## src/rtl/dem_pkg.sv

```systemverilog
// Shared constants and types for the DEM pseudo-random bit generator:
// LFSR geometry, per-lane default seeds and the seed-write request bundle.
package dem_pkg;

  localparam int DEM_LFSR_LEN = 15;
  localparam int DEM_NUM_SB   = 7;
  localparam int DEM_IDX_W    = ($clog2(DEM_NUM_SB) > 0) ? $clog2(DEM_NUM_SB) : 1;

  typedef logic [DEM_LFSR_LEN-1:0] lfsr_t;
  typedef logic [DEM_IDX_W-1:0]    lane_idx_t;

  // x^15 + x^14 + 1: feedback from the two most significant stages
  localparam int DEM_TAP_HI = DEM_LFSR_LEN - 1;
  localparam int DEM_TAP_LO = DEM_LFSR_LEN - 2;

  // Last count value before the period marker wraps the counter to zero.
  localparam lfsr_t DEM_CNT_LAST = lfsr_t'((2 ** DEM_LFSR_LEN) - 2);

  localparam lfsr_t DEM_DEFAULT_SEED [DEM_NUM_SB] = '{
    15'h4000,
    15'h1234,
    15'h5A5A,
    15'h0F0F,
    15'h7ACE,
    15'h3C3C,
    15'h6001
  };

  typedef struct packed {
    logic      we;
    lane_idx_t idx;
    lfsr_t     val;
  } seed_req_t;

  function automatic logic lfsr_fb(input lfsr_t state);
    return state[DEM_TAP_HI] ^ state[DEM_TAP_LO];
  endfunction

endpackage

```

## src/rtl/dem_pn_generator_if.sv

```systemverilog
// Control/status bundle between the DEM sequencer and the PN generator.
interface dem_pn_generator_if;
  import dem_pkg::*;

  logic                  step_i;
  logic                  dem_en_i;
  logic                  seed_we_i;
  lane_idx_t             seed_idx_i;
  lfsr_t                 seed_i;
  logic [DEM_NUM_SB-1:0] pn_o;
  logic                  wrap_o;
  logic                  seed_err_o;
  logic                  lockup_o;

  modport master (
    output step_i, dem_en_i, seed_we_i, seed_idx_i, seed_i,
    input  pn_o, wrap_o, seed_err_o, lockup_o
  );

  modport slave (
    input  step_i, dem_en_i, seed_we_i, seed_idx_i, seed_i,
    output pn_o, wrap_o, seed_err_o, lockup_o
  );

endinterface

```

## src/rtl/dem_lfsr_lane.sv

```systemverilog
// One DEM lane: 15-bit Fibonacci LFSR with seed load, registered PN bit
// and all-zero lock-up recovery back to the lane's default seed.
module dem_lfsr_lane
  import dem_pkg::*;
#(
  parameter lfsr_t DEFAULT_SEED = 15'h0001
) (
  input  logic  clk_i,
  input  logic  reset_i,
  input  logic  step_i,
  input  logic  dem_en_i,
  input  logic  load_i,
  input  lfsr_t load_val_i,
  output logic  pn_o,
  output logic  lock_det_o
);

  lfsr_t lfsr_q, lfsr_d;
  logic  pn_q, pn_d;
  logic  fb;

  assign fb = lfsr_fb(lfsr_q);

  always_comb begin
    lfsr_d     = lfsr_q;
    pn_d       = pn_q;
    lock_det_o = 1'b0;
    // A seed write wins over a step: the lane is re-seeded and its PN bit holds.
    if (load_i) begin
      lfsr_d = (load_val_i == '0) ? DEFAULT_SEED : load_val_i;
    end else if (step_i) begin
      if (lfsr_q == '0) begin
        lfsr_d     = DEFAULT_SEED;
        pn_d       = 1'b0;
        lock_det_o = 1'b1;
      end else begin
        lfsr_d = {lfsr_q[DEM_LFSR_LEN-2:0], fb};
        pn_d   = dem_en_i & fb;
      end
    end
  end

  always_ff @(posedge clk_i) begin
    if (reset_i) begin
      lfsr_q <= DEFAULT_SEED;
      pn_q   <= 1'b0;
    end else begin
      lfsr_q <= lfsr_d;
      pn_q   <= pn_d;
    end
  end

  assign pn_o = pn_q;

endmodule

```

## src/rtl/dem_pn_generator.sv

```systemverilog
// DEM PN generator: one LFSR lane per switching block, seed-write decode,
// period counter with wrap marker, and seed-error / lock-up status flags.
module dem_pn_generator
  import dem_pkg::*;
(
  input  logic               clk_i,
  input  logic               reset_i,
  dem_pn_generator_if.slave  bus
);

  localparam int NUM_SB = DEM_NUM_SB;

  seed_req_t            req;
  logic                 idx_ok;
  logic                 seed_hit;
  logic [NUM_SB-1:0]    load;
  logic [NUM_SB-1:0]    pn_vec;
  logic [NUM_SB-1:0]    lock_det;

  lfsr_t cnt_q, cnt_d;
  logic  wrap_q, wrap_d;
  logic  seed_err_q, seed_err_d;
  logic  lockup_q, lockup_d;

  assign req = '{we: bus.seed_we_i, idx: bus.seed_idx_i, val: bus.seed_i};

  // Extra MSB keeps the range check correct if NUM_SB is ever a power of two.
  assign idx_ok   = {1'b0, req.idx} < (DEM_IDX_W + 1)'(NUM_SB);
  assign seed_hit = req.we & idx_ok;

  for (genvar k = 0; k < NUM_SB; k++) begin : g_lane
    assign load[k] = seed_hit & (req.idx == lane_idx_t'(k));

    dem_lfsr_lane #(
      .DEFAULT_SEED (DEM_DEFAULT_SEED[k])
    ) u_lane (
      .clk_i      (clk_i),
      .reset_i    (reset_i),
      .step_i     (bus.step_i),
      .dem_en_i   (bus.dem_en_i),
      .load_i     (load[k]),
      .load_val_i (req.val),
      .pn_o       (pn_vec[k]),
      .lock_det_o (lock_det[k])
    );
  end

  always_comb begin
    cnt_d      = cnt_q;
    wrap_d     = 1'b0;
    seed_err_d = req.we & (~idx_ok | (req.val == '0));
    lockup_d   = lockup_q | (|lock_det);
    // Any accepted or substituted seed restarts the period count.
    if (seed_hit) begin
      cnt_d = '0;
    end else if (bus.step_i) begin
      if (cnt_q == DEM_CNT_LAST) begin
        cnt_d  = '0;
        wrap_d = 1'b1;
      end else begin
        cnt_d = cnt_q + lfsr_t'(1);
      end
    end
  end

  always_ff @(posedge clk_i) begin
    if (reset_i) begin
      cnt_q      <= '0;
      wrap_q     <= 1'b0;
      seed_err_q <= 1'b0;
      lockup_q   <= 1'b0;
    end else begin
      cnt_q      <= cnt_d;
      wrap_q     <= wrap_d;
      seed_err_q <= seed_err_d;
      lockup_q   <= lockup_d;
    end
  end

  assign bus.pn_o       = pn_vec;
  assign bus.wrap_o     = wrap_q;
  assign bus.seed_err_o = seed_err_q;
  assign bus.lockup_o   = lockup_q;

endmodule
```

## src/flat_wrapper.sv

```systemverilog
// flat-port wrapper written by rule: the top's interface ports become plain ports
module dem_pn_generator_flat import dem_pkg::*;
  (clk_i, reset_i, bus_step_i, bus_dem_en_i, bus_seed_we_i, bus_seed_idx_i, bus_seed_i, bus_pn_o, bus_wrap_o, bus_seed_err_o, bus_lockup_o);
  dem_pn_generator_if bus_i ();
  input  logic clk_i;
  input  logic reset_i;
  input wire logic [$bits(bus_i.step_i)-1:0] bus_step_i;
  input wire logic [$bits(bus_i.dem_en_i)-1:0] bus_dem_en_i;
  input wire logic [$bits(bus_i.seed_we_i)-1:0] bus_seed_we_i;
  input wire logic [$bits(bus_i.seed_idx_i)-1:0] bus_seed_idx_i;
  input wire logic [$bits(bus_i.seed_i)-1:0] bus_seed_i;
  output wire logic [$bits(bus_i.pn_o)-1:0] bus_pn_o;
  output wire logic [$bits(bus_i.wrap_o)-1:0] bus_wrap_o;
  output wire logic [$bits(bus_i.seed_err_o)-1:0] bus_seed_err_o;
  output wire logic [$bits(bus_i.lockup_o)-1:0] bus_lockup_o;
  assign bus_i.step_i = bus_step_i;
  assign bus_i.dem_en_i = bus_dem_en_i;
  assign bus_i.seed_we_i = bus_seed_we_i;
  assign bus_i.seed_idx_i = bus_seed_idx_i;
  assign bus_i.seed_i = bus_seed_i;
  assign bus_pn_o = bus_i.pn_o;
  assign bus_wrap_o = bus_i.wrap_o;
  assign bus_seed_err_o = bus_i.seed_err_o;
  assign bus_lockup_o = bus_i.lockup_o;
  dem_pn_generator u_core (.clk_i(clk_i), .reset_i(reset_i), .bus(bus_i));
endmodule
```

## config.mk

```make
export PLATFORM = sky130hd
export DESIGN_NAME = dem_pn_generator_flat
export DESIGN_NICKNAME = d
export VERILOG_FILES = /design/src/rtl/dem_pkg.sv /design/src/rtl/dem_pn_generator_if.sv /design/src/rtl/dem_lfsr_lane.sv /design/src/rtl/dem_pn_generator.sv /design/src/flat_wrapper.sv
export SDC_FILE = /design/constraint.sdc
export NUM_CORES = 1
export LEC_CHECK = 0
export BUFFER_PORTS_ARGS = -buffer_cell sky130_fd_sc_hd__buf_4
export CORE_MARGIN = 2
export CORE_UTILIZATION = 58
export DETAILED_ROUTE_END_ITERATION = 6
export PLACE_DENSITY = 0.76
export SLEW_MARGIN = 5
export SYNTH_ARGS = -nofsm -noshare
export SYNTH_HDL_FRONTEND = slang
export SYNTH_HIERARCHICAL = 1
export SYNTH_SLANG_ARGS = --single-unit
```

## constraint.sdc

```tcl
create_clock -name clk_i -period 1.83 [get_ports clk_i]
set_input_delay 0.183 -clock clk_i [delete_from_list [all_inputs] [get_ports clk_i]]
set_output_delay 0.183 -clock clk_i [all_outputs]
set_load 0.05 [all_outputs]
```

Word-level counts from Yosys, hierarchy flattened
Index checks and enable logic that the tools add are counted.
{"block": "totals", "ff_bits": 130, "inputBits": 23, "out_inout_bits": 10, "elab_cells": 145}
{"block": "classes", "n_addsub": 1, "magnitude_cmp": 1, "eq_ne": 7, "mux": 58, "bitwise_logic": 34, "n_reduce_logical": 26}
{"operator": "two-way mux 15 bit", "n": 29}
{"operator": "logical NOT 15 bit", "n": 8}
{"operator": "two-way mux 1 bit", "n": 29}
{"operator": "bitwise AND 1 bit", "n": 16}
{"operator": "adder 15 x 1 -> 15 bit (second input constant)", "n": 1}
{"operator": "== test 15 bit (second input constant)", "n": 1}
{"operator": "AND reduction 2 bit", "n": 7}
{"operator": "nonzero test 2 bit", "n": 7}
{"operator": "== test 3 bit (second input constant)", "n": 3}
{"operator": "NOT 1 bit", "n": 9}
{"operator": "OR reduction 7 bit", "n": 1}
{"operator": "bitwise XOR 1 bit", "n": 7}
{"operator": "== test 3 x 2 -> 1 bit (second input constant)", "n": 2}
{"operator": "== test 3 x 1 -> 1 bit (second input constant)", "n": 1}
{"operator": "logical NOT 3 bit", "n": 1}
{"operator": "less-than comparator 3 bit (second input constant)", "n": 1}
{"operator": "OR reduction 3 bit", "n": 1}
{"operator": "OR 1 bit", "n": 2}
{"operator": "OR reduction 2 bit", "n": 1}

Logic depth before layout (Yosys ltp)
Gate-level depths: netlist of the first run.
{"block": "depth", "ltp_word": 6, "mapped_depth": 8, "mapped_depth_nobuf": 7}

Modules after synthesis
Netlist of the first run, hierarchy kept.
{"module": "dem_lfsr_lane at u_core.g_lane[2].u_lane ...", "instances": 2, "cells_per_inst": 91, "area_each_um2": 817.0, "seq_area_each_um2": 320.3}
{"module": "dem_pn_generator", "instances": 1, "cells_per_inst": 107, "area_each_um2": 888.4, "seq_area_each_um2": 360.3}
{"module": "dem_lfsr_lane at u_core.g_lane[1].u_lane", "instances": 1, "cells_per_inst": 95, "area_each_um2": 824.5, "seq_area_each_um2": 320.3}
{"module": "dem_lfsr_lane at u_core.g_lane[6].u_lane", "instances": 1, "cells_per_inst": 98, "area_each_um2": 820.8, "seq_area_each_um2": 320.3}
{"module": "dem_lfsr_lane at u_core.g_lane[3].u_lane", "instances": 1, "cells_per_inst": 92, "area_each_um2": 817.0, "seq_area_each_um2": 320.3}
{"module": "dem_lfsr_lane at u_core.g_lane[4].u_lane", "instances": 1, "cells_per_inst": 90, "area_each_um2": 817.0, "seq_area_each_um2": 320.3}
{"module": "dem_lfsr_lane at u_core.g_lane[0].u_lane", "instances": 1, "cells_per_inst": 97, "area_each_um2": 814.5, "seq_area_each_um2": 320.3}

Worst setup path after synthesis of the first run
No wires, ideal clock.
{"block": "synth_timing", "kind": "input port to flip-flop", "from": "in bus_seed_idx_i[0]", "to": "reg u_core.g_lane[0].u_lane.lfsr_q[14]", "setup_ns": 0.127, "arrival_time_ns": 1.358, "required_ns": 1.703, "path_slack_ns": 0.345, "stages": 5, "n_path_buf": 1, "cell_sequence": "nand2b_1 nor3_1 buf_2 a21oi_1 or3_1"}
{"block": "synth_between", "elab_chain_cells": 4, "word_cells_on_any_way": 6, "cone_classes": "order compare: 1; mux: 1; bitwise: 2; reduce/logical: 2"}
{"item": "from (decl)", "line": "flat_wrapper.sv:10", "source": "input wire logic [$bits(bus_i.seed_idx_i)-1:0] bus_seed_idx_i;"}
{"item": "less-than comparator 3 bit", "line": "dem_pn_generator.sv:28", "source": "assign idx_ok = {1'b0, req.idx} < (DEM_IDX_W + 1)'(NUM_SB);"}
{"item": "bitwise AND 1 bit", "line": "dem_pn_generator.sv:29", "source": "assign seed_hit = req.we & idx_ok;"}
{"item": "bitwise AND 1 bit *", "line": "dem_pn_generator.sv:32", "source": "assign load[k] = seed_hit & (req.idx == lane_idx_t'(k));"}
{"item": "via u_core.load[0]", "line": "dem_pn_generator.sv:16", "source": "logic [NUM_SB-1:0] load;"}
{"item": "two-way mux 15 bit / nonzero test 2 bit (equally long branches)"}
{"item": "to (signal assigned)", "line": "dem_lfsr_lane.sv:48", "source": "lfsr_q <= lfsr_d;"}
{"item": "to (decl)", "line": "dem_lfsr_lane.sv:18", "source": "lfsr_t lfsr_q, lfsr_d;"}
Mark *: on every way through the listed nets, which the timed path passes. The rest lies on a longest branch.
A chain may end at the register's enable or synchronous reset.

Worst setup path after layout of the first run
{"block": "layout_timing", "from": "reg u_core.cnt_q[6]", "to": "reg u_core.cnt_q[1]"}
{"block": "layout_between", "elab_chain_cells": 2}
{"item": "from (decl)", "line": "dem_pn_generator.sv:20", "source": "lfsr_t cnt_q, cnt_d;"}
{"item": "from (signal assigned)", "line": "dem_pn_generator.sv:73", "source": "cnt_q <= cnt_d;"}
{"item": "== test 15 bit", "line": "dem_pn_generator.sv:57", "source": "if (cnt_q == DEM_CNT_LAST) begin"}
{"item": "two-way mux 15 bit", "line": "dem_pn_generator.sv:57"}
Every way passes these cells.

==> flow_metrics.env, run 1 <==
export IMPL_drt_wirelength_per_cell_um=18.7
export IMPL_clock_skew_ns=0.00625
export IMPL_ant_nets=0
export IMPL_die_area_sq_um=12300
export IMPL_synth_edf_count=0
export IMPL_finalSetupViolCount=0
export IMPL_synth_nets=786
export IMPL_synthArstFlopShare=0
export IMPL_grt_start_max_net_pins=34
export IMPL_cap_viol_max_count=0
export IMPL_num_vias=5931
export IMPL_grt_ovfl_total=0
export IMPL_hold_class="in2reg"
export IMPL_cp_start_kind="flop"
export IMPL_cts_resized=0
export IMPL_p_leak_nw=2.91
export IMPL_final_core_util=0.675
export IMPL_min_period_ns=1.62
export IMPL_grt_pass1_vias=5620
export IMPL_status="finished, final reports clean"
export IMPL_dp_hpwl_um=11000
export IMPL_period_share=0.888
export IMPL_place_gp_congestion=0.848
export IMPL_fin_nets=816
export IMPL_syn_inst=761
export IMPL_clk_pin_slew_ns=0.06
export IMPL_worstMarginPinSlew_ns=0.557
export IMPL_initial_core_util=0.587
export IMPL_ys_seq_area_frac=0.393
export IMPL_powerDensity_nw_per_um2=989
export IMPL_cp_end_kind="flop"
export IMPL_final_common_cell="nor2_1"
export IMPL_ys_ff_latch=130
export IMPL_diodes=0
export IMPL_path_class="reg2reg"
export IMPL_firstDrtPassIters=5
export IMPL_routed_wl_um=17700
export IMPL_clk_latency_ns=0.42
export IMPL_cts_buffer_depth=2
export IMPL_yosysUniqueCellTypes=38
export IMPL_yosysWarnings=6
export IMPL_num_rows=39
export IMPL_avgViaCountPerCell=6.26
export IMPL_drt_iter0_markers=630
export IMPL_slew_headroom=0.625
export IMPL_grt_pass1_wl_um=28900
export IMPL_antenna_found_initial=0
export IMPL_avgSynthCellArea_sq_um=8.69
export IMPL_worstPathMaxFanout=15
export IMPL_cts_sinks=130
export IMPL_final_layout_size_suffix_gt1_frac=0.157
export IMPL_drv_slew=0
export IMPL_syn_area_sq_um=6620
export IMPL_synth_flop_cell="dfxtp_1"
export IMPL_die_x_um=111
export IMPL_hold_viol_final=0
export IMPL_rsz0062_at_grt="no"
export IMPL_fill_cells=891
export IMPL_core_sq_um=11300
export IMPL_critPathRequiredTime_ns=2.13
export IMPL_cts_buffers_inserted=17
export IMPL_ir_drop_v=0.00106
export IMPL_htreeDepth=4
export IMPL_grt_total_usage=0.294
export IMPL_cts_root_buf="clkbuf_16"
export IMPL_ios=33
export IMPL_numPortBuffers=32
export IMPL_cp_data_arrival_time_ns=1.92
export IMPL_final_cell_mix="nor2_1, dfxtp_1, a21oi_1, mux2i_1, buf_4"
export IMPL_fmax_ghz=0.615
export IMPL_die_y_um=111
export IMPL_tns_ns=0
export IMPL_area_growth_pct=14.9
export IMPL_tritoncts="done"
export IMPL_drc=0
-- registers in the layout, summed over array words and instances, names as in the netlist --
name	cells
u_core/bus.seed_err_o	1
u_core/bus.lockup_o	1
u_core/g_lane.u_lane/pn_o	7
u_core/g_lane.u_lane/lfsr_q	105
u_core/cnt_q	15
u_core/bus.wrap_o	1
-- metal layers --
layer | wire, um | track usage
met5 | 0 | 0
met2 | 8330 | 0.461
met1 | 7360 | 0.382
met3 | 1520 | 0.0886
met4 | 472 | 0.117
-- Yosys cell counts, types with 12 or more instances --
cell        n  share of area
mux2i_1    57          0.086
dfxtp_1   130           0.39
clkbuf_1   14         0.0079
inv_1      12         0.0068
nor4_1     39          0.037
xnor2_1    18          0.024
nor2_1    150          0.085
nand2_1    49          0.028
mux2_1     30          0.051
nor4_2     20          0.038
a21oi_1    75          0.057
nand4_1    14          0.013
o22ai_1    42          0.040
-- power breakdown --
part           leakage, nW  switching [mW]  internal [mW]
logic                 1.56           0.535          0.383
registers             1.07           0.160           2.99
clock network        0.286            1.30           2.15
total                 2.91            2.00           5.52
-- critical path: stages (launching register included) --
cell,delay (ns)
dfxtp_1,0.40
nand3_1,0.24
or4_4,0.59
nand2_4,0.19
a211oi_1,0.07
-- per-stage QoR --
step	hold WS, ns	cell area [sq um]	total power [mW]	instances	worst slack, ns
4_1_cts	0.0219	7600	7.55	947	0.222
2_1_floorplan	0.252	6620	3.79	761	0.345
3_5_place_dp	0.405	6980	4.10	914	0.118
5_1_grt	0.0683	7600	7.79	947	0.119
6_report	0.0405	7600	7.52	947	0.205
3_3_place_gp	0.409	6980	4.06	914	0.142
-- path summary, 6_finish.rpt --
check	endpoint	slack, ns	startpoint	cells after the start
setup / recovery	u_core/cnt_q[1]$_SDFFE_PP0P_	0.21	u_core/cnt_q[6]$_SDFFE_PP0P_	4
hold / removal	u_core/bus.seed_err_o$_SDFF_PP0_	0.04	bus_seed_we_i	3
setup reg to reg	u_core/cnt_q[1]$_SDFFE_PP0P_	0.21	u_core/cnt_q[6]$_SDFFE_PP0P_	4
hold reg to reg	u_core/g_lane[3].u_lane/pn_o$_SDFFE_PP0P_	0.47	u_core/g_lane[3].u_lane/pn_o$_SDFFE_PP0P_	2
-- layout make-up --
type,count,area (sq um),share of cell area
clock inverter,15,186,0.0245
multi-input combinational,574,3730,0.490
sequential,130,2600,0.342
tap,143,179,0.0235
timing repair buffer,53,425,0.0559
clock buffer,17,425,0.0559
inverter,15,56.3,0.00740
-- logic make-up (layout without fill, tap and decap cells) --
kind of cell,Yosys count,count (layout),share of synthesized area
buffers and inverters,57,100,0.0444
multiplexers,97,97,0.154
AO/OA/AOI/OAI,138,138,0.131
AND/OR/NAND/NOR,316,316,0.246
adder cells (fa/ha/maj),2,2,0.00378
flip-flops,130,130,0.393
XOR/XNOR,21,21,0.0278
-- timing repair --
item,4_1_cts,5_1_grt
setup buffers,0,0
endpoints found under the hold margin,1,0
setup endpoints to repair,0,0
hold buffers,1,0
No activity file was read; power rests on OpenSTA's default activity.
==> run 2: changes to the inputs <==
CORE_UTILIZATION = 30   (was 58)
MAX_ROUTING_LAYER = met4   (was unset)
PLACE_DENSITY = 0.53   (was 0.76)
==> run 2 against run 1 <==
  * Hold slack better by 0.049 ns
  * Largest power group unchanged
  * Maximum frequency about the same
  * Setup slack worse by 0.0014 ns
  * Final cell count up 15%
  * Sequential share of layout area down 0.67 points
  * Routed wire length up 8.5%
==> flow_metrics.env, run 2 (synthesized netlist as in run 1, its figures left out) <==
export IMPL_tritoncts="done"
export IMPL_cp_end_kind="flop"
export IMPL_place_area_sq_um=7200
export IMPL_largest_reg_flops=105
export IMPL_cts_buffers_inserted=17
export IMPL_fin_cells=1090
export IMPL_final_layout_size_suffix_gt1_frac=0.164
export IMPL_path_class="reg2reg"
export IMPL_tns_ns=0
export IMPL_grt_total_usage=0.170
export IMPL_finalSetupViolCount=0
export IMPL_ios=33
export IMPL_drt_wirelength_per_cell_um=17.6
export IMPL_dp_cells=1059
export IMPL_die_x_um=153
export IMPL_drv_slew=0
export IMPL_grt_pass1_wl_um=30400
export IMPL_avgViaCountPerCell=5.23
export IMPL_fmax_ghz=0.615
export IMPL_slew_headroom=0.569
export IMPL_fin_nets=823
export IMPL_period_share=0.889
export IMPL_cpPeakStageDelay_ns=0.51
export IMPL_post_cts_buffers=0
export IMPL_dp_hpwl_um=11800
export IMPL_htreeDepth=4
export IMPL_regMostFlops="u_core/g_lane.u_lane/lfsr_q"
export IMPL_hold_viol_final=0
export IMPL_die_y_um=153
export IMPL_num_vias=5705
export IMPL_p_leak_nw=2.92
export IMPL_drt_iter0_markers=481
export IMPL_powerDensity_nw_per_um2=946
export IMPL_clk_pin_slew_ns=0.06
export IMPL_cts_root_buf="clkbuf_16"
export IMPL_core_sq_um=21800
export IMPL_worstMarginPinSlew_ns=0.640
export IMPL_cts_buffer_depth=2
export IMPL_grt_pass1_vias=5294
export IMPL_fin_area_sq_um=7760
export IMPL_rsz0062_at_grt="no"
export IMPL_routed_wl_um=19200
export IMPL_totalPowerFinal_mw=7.34
export IMPL_num_rows=54
export IMPL_cts_resized=0
export IMPL_ant_nets=0
export IMPL_area_growth_pct=17.2
export IMPL_drc=0
export IMPL_numPortBuffers=32
export IMPL_hold_class="in2reg"
export IMPL_critPathRequiredTime_ns=2.18
export IMPL_clk_latency_ns=0.42
export IMPL_grt_ovfl_total=0
export IMPL_diodes=0
export IMPL_crit_chain="nor4_2, nand4_1, nor4_1, nor4_1, a21oi_1"
export IMPL_final_common_cell="nor2_1"
export IMPL_grt_start_max_net_pins=45
export IMPL_critPathSlowestCell="nor4_1"
export IMPL_cpMostUsedCell="nor4_1"
export IMPL_status="finished, final reports clean"
export IMPL_pre_cts_ws_ns=0.0592
export IMPL_fin_ws_ns=0.204
export IMPL_cts_hold_fix_buffers=0
export IMPL_place_gp_congestion=0.783
export IMPL_min_period_ns=1.63
export IMPL_ir_drop_v=0.000600
export IMPL_die_area_sq_um=23300
export IMPL_cts_sinks=130
export IMPL_fill_cells=2274
export IMPL_cp_start_kind="flop"
export IMPL_clock_skew_ns=0.00768
export IMPL_cap_viol_max_count=0
export IMPL_worstPathMaxFanout=3
export IMPL_cp_data_arrival_time_ns=1.97
export IMPL_antenna_found_initial=0
export IMPL_firstDrtPassIters=5
export IMPL_initial_core_util=0.304
export IMPL_final_cell_mix="nor2_1, dfxtp_1, a21oi_1, buf_4, mux2i_1"
## run 2: cell types whose count changed in the layout (fill, tap and decap cells not counted), sizes merged
cell | previous run | this run
inv | 16 | 17
buf | 52 | 60
clkbuf | 17 | 20
dlygate4sd3 | 1 | 0
bufinv | 3 | 1
clkinv | 7 | 4
## run 2: power by group
group / total, mW / switching [mW] / internal [mW]
sequential: 3.15 / 0.159 / 2.99
combinational: 0.917 / 0.534 / 0.383
clock: 3.27 / 1.33 / 1.94
total: 7.34 / 2.03 / 5.31
## run 2: area by class of cell
| class | count | area [sq um] | share of cell area |
|---|---|---|---|
| clock inverter | 11 | 105 | 0.0135 |
| clock buffer | 20 | 457 | 0.0589 |
| tap | 280 | 350 | 0.0452 |
| timing repair buffer | 60 | 454 | 0.0585 |
| sequential | 130 | 2600 | 0.335 |
| multi-input combinational | 574 | 3730 | 0.481 |
| inverter | 15 | 56.3 | 0.00726 |
## run 2: metal layers
layer / wire length, um / GRT usage
met4: 167 / 0.0397
met3: 840 / 0.0338
met5: 0 / -
met2: 8690 / 0.260
met1: 9480 / 0.232
## run 2: worst paths after layout
path              slack [ns]                                        end  cells after the start                                           start
setup / recovery        0.20             u_core/bus.lockup_o$_SDFF_PP0_                      5  u_core/g_lane[6].u_lane/lfsr_q[2]$_SDFFE_PP0P_
setup reg to reg        0.20             u_core/bus.lockup_o$_SDFF_PP0_                      5  u_core/g_lane[6].u_lane/lfsr_q[2]$_SDFFE_PP0P_
hold / removal          0.09               u_core/bus.wrap_o$_SDFF_PP0_                      3                                   bus_seed_we_i
hold reg to reg         0.47  u_core/g_lane[0].u_lane/pn_o$_SDFFE_PP0P_                      2       u_core/g_lane[0].u_lane/pn_o$_SDFFE_PP0P_
## run 2: metrics by stage
stage / utilization / hold slack [ns]
2_1_floorplan: - / 0.252
3_3_place_gp: 0.331 / 0.459
3_5_place_dp: 0.331 / 0.468
4_1_cts: 0.357 / 0.0842
5_1_grt: 0.357 / 0.0964
6_report: 0.357 / 0.0895
## run 2: critical path: cells and delay by family, from the launching register on
family          cells  cell delay, ns
simple gates        4            1.08
flops               1            0.33
compound gates      1            0.15
==> run 3: changes to the inputs <==
PLACE_DENSITY = unset   (was 0.53)
PLACE_DENSITY_LB_ADDON = 0.08   (was unset)
==> run 3 against run 2 <==
  * Routed wire length increased by 8.8%
  * Cell area increased by 0.73%
  * First-iteration DRC count decreased by 27%
  * Clock power about the same
  * Hold slack got worse by 0.048 ns
  * Final cell count increased by 0.55%
  * Sequential power about the same
  * Maximum frequency decreased by 3.0%
  * Combinational power increased by 2.9%
  * Die area unchanged
==> flow_metrics.env, run 3 (synthesized netlist as in run 1, its figures left out) <==
export IMPL_hold_path_startpoint="bus_seed_we_i"
export IMPL_final_cell_mix="nor2_1, dfxtp_1, a21oi_1, buf_4, mux2i_1"
export IMPL_area_growth_pct=18.1
export IMPL_cp_start_kind="flop"
export IMPL_cts_resized=0
export IMPL_clk_latency_ns=0.42
export IMPL_critical_path_reg2reg_startpoint="u_core/g_lane[2].u_lane/lfsr_q[1]$_SDFFE_PP1P_"
export IMPL_die_x_um=153
export IMPL_largest_reg_flops=105
export IMPL_slew_headroom=0.644
export IMPL_cts_root_buf="clkbuf_16"
export IMPL_ir_drop_v=0.000508
export IMPL_finalSetupViolCount=0
export IMPL_grt_total_usage=0.186
export IMPL_core_sq_um=21800
export IMPL_dp_cells=1063
export IMPL_internal_power_mw=5.26
export IMPL_grt_ovfl_total=0
export IMPL_regMostFlops="u_core/g_lane.u_lane/lfsr_q"
export IMPL_grt_pass1_vias=5690
export IMPL_drc=0
export IMPL_avgViaCountPerCell=5.31
export IMPL_r2r_slack_ns=0.15
export IMPL_fin_cells=1096
export IMPL_routed_wl_um=20900
export IMPL_rsz0062_at_grt="no"
export IMPL_antenna_found_initial=0
export IMPL_totalPowerFinal_mw=7.37
export IMPL_cp_data_arrival_time_ns=2.02
export IMPL_final_layout_size_suffix_gt1_frac=0.169
export IMPL_powerDensity_nw_per_um2=943
export IMPL_status="finished, final reports clean"
export IMPL_clk_pin_slew_ns=0.06
export IMPL_dp_hpwl_um=13000
export IMPL_worstPathMaxFanout=3
export IMPL_cts_buffer_depth=2
export IMPL_cts_buffers_inserted=17
export IMPL_critPathRequiredTime_ns=2.17
export IMPL_hold_class="in2reg"
export IMPL_die_area_sq_um=23300
export IMPL_path_class="reg2reg"
export IMPL_ant_nets=0
export IMPL_drt_iter0_markers=349
export IMPL_p_leak_nw=2.96
export IMPL_cts_hold_fix_buffers=1
export IMPL_hold_viol_final=0
export IMPL_drv_slew=0
export IMPL_die_y_um=153
export IMPL_cp_end_kind="flop"
export IMPL_cts_sinks=130
export IMPL_period_share=0.916
export IMPL_pre_cts_ws_ns=0.0646
export IMPL_firstDrtPassIters=5
export IMPL_tns_ns=0
export IMPL_num_vias=5815
export IMPL_post_cts_buffers=0
export IMPL_power_frac_seq=0.428
export IMPL_worstMarginPinSlew_ns=0.529
export IMPL_place_gp_congestion=0.780
export IMPL_clock_skew_ns=0.0112
export IMPL_p_switching_mw=2.11
export IMPL_grt_start_max_net_pins=33
export IMPL_p_clk_frac=0.444
export IMPL_hold_depth=3
export IMPL_final_common_cell="nor2_1"
export IMPL_swShare=0.286
export IMPL_grt_pass1_wl_um=33000
export IMPL_initial_core_util=0.304
export IMPL_ios=33
export IMPL_tritoncts="done"
export IMPL_fin_ws_ns=0.153
export IMPL_r2r_end="u_core/bus.lockup_o$_SDFF_PP0_"
export IMPL_reg2reg_depth=6
export IMPL_htreeDepth=4
export IMPL_numPortBuffers=32
export IMPL_cap_viol_max_count=0
export IMPL_min_period_ns=1.68
export IMPL_drt_wirelength_per_cell_um=19.0
export IMPL_fill_cells=2231
export IMPL_diodes=0
export IMPL_p_comb_frac=0.128
export IMPL_fin_nets=828
export IMPL_num_rows=54
export IMPL_hold_path_endpoint="u_core/bus.seed_err_o$_SDFF_PP0_"
export IMPL_fmax_ghz=0.596
[run 3: cell types whose count changed in the layout (fill, tap and decap cells not counted), moves of 2 or more]
cell / change
buf_12: +2
buf_4: +3
clkbuf_8: -2
clkinv_2: +2
inv_6: +2
[run 3: stage by stage]
stage / utilization / instance area (sq um) / hold slack, ns
finish: 0.359 / 7810 / 0.0414
global placement: 0.333 / 7240 / 0.415
floorplan: - / 6620 / 0.252
detailed placement: 0.333 / 7240 / 0.409
global route: 0.359 / 7810 / 0.0607
CTS: 0.359 / 7810 / 0.0226
[run 3: worst max-delay path, cell delays in order (launching register included)]
cell	delay (ns)
dfxtp_1	0.35
nor4_2	0.34
nand4_1	0.20
nor4_1	0.33
buf_4	0.18
nor4_1	0.04
a21oi_1	0.17
[run 3: metal layers]
metal | vias up | part of all wire | track usage
met4 | 0 | 0.017 | 0.0600
met1 | 2792 | 0.48 | 0.249
met3 | 28 | 0.043 | 0.0367
met5 | - | 0 | -
met2 | 150 | 0.46 | 0.281
li1 | 2845 | - | -
[run 3: worst max-delay path by stage]
stage                                                   startpoint                                         endpoint  depth (start not counted)
finish              u_core/g_lane[2].u_lane/lfsr_q[1]$_SDFFE_PP1P_                   u_core/bus.lockup_o$_SDFF_PP0_                          6
global route        u_core/g_lane[2].u_lane/lfsr_q[1]$_SDFFE_PP1P_                   u_core/bus.lockup_o$_SDFF_PP0_                          6
CTS                 u_core/g_lane[2].u_lane/lfsr_q[1]$_SDFFE_PP1P_                   u_core/bus.lockup_o$_SDFF_PP0_                          6
detailed placement                                   bus_seed_we_i                   u_core/bus.lockup_o$_SDFF_PP0_                          8
global placement                                     bus_seed_we_i                   u_core/bus.lockup_o$_SDFF_PP0_                          8
floorplan                                        bus_seed_idx_i[0]  u_core/g_lane[0].u_lane/lfsr_q[14]$_SDFFE_PP1P_                          5
[run 3: cell type report]
type,count,area [sq um],share of cell area
Timing Repair Buffer,65,515,0.0660
Clock buffer,17,425,0.0544
Inverter,15,56.3,0.00721
Sequential cell,130,2600,0.333
Clock inverter,15,134,0.0171
Tap cell,280,350,0.0448
Multi-Input combinational cell,574,3730,0.477
[run 3: power groups by stage]
| stage | Combinational (mW) | Clock, mW | Sequential [mW] |
|---|---|---|---|
| 6_report | 0.944 | 3.27 | 3.15 |
| 5_1_grt | 1.03 | 3.50 | 3.17 |
| 4_1_cts | 0.948 | 3.37 | 3.15 |
| 3_5_place_dp | 0.941 | 0 | 3.21 |
| 3_3_place_gp | 0.933 | 0 | 3.21 |
| 2_1_floorplan | 0.592 | 0 | 3.19 |
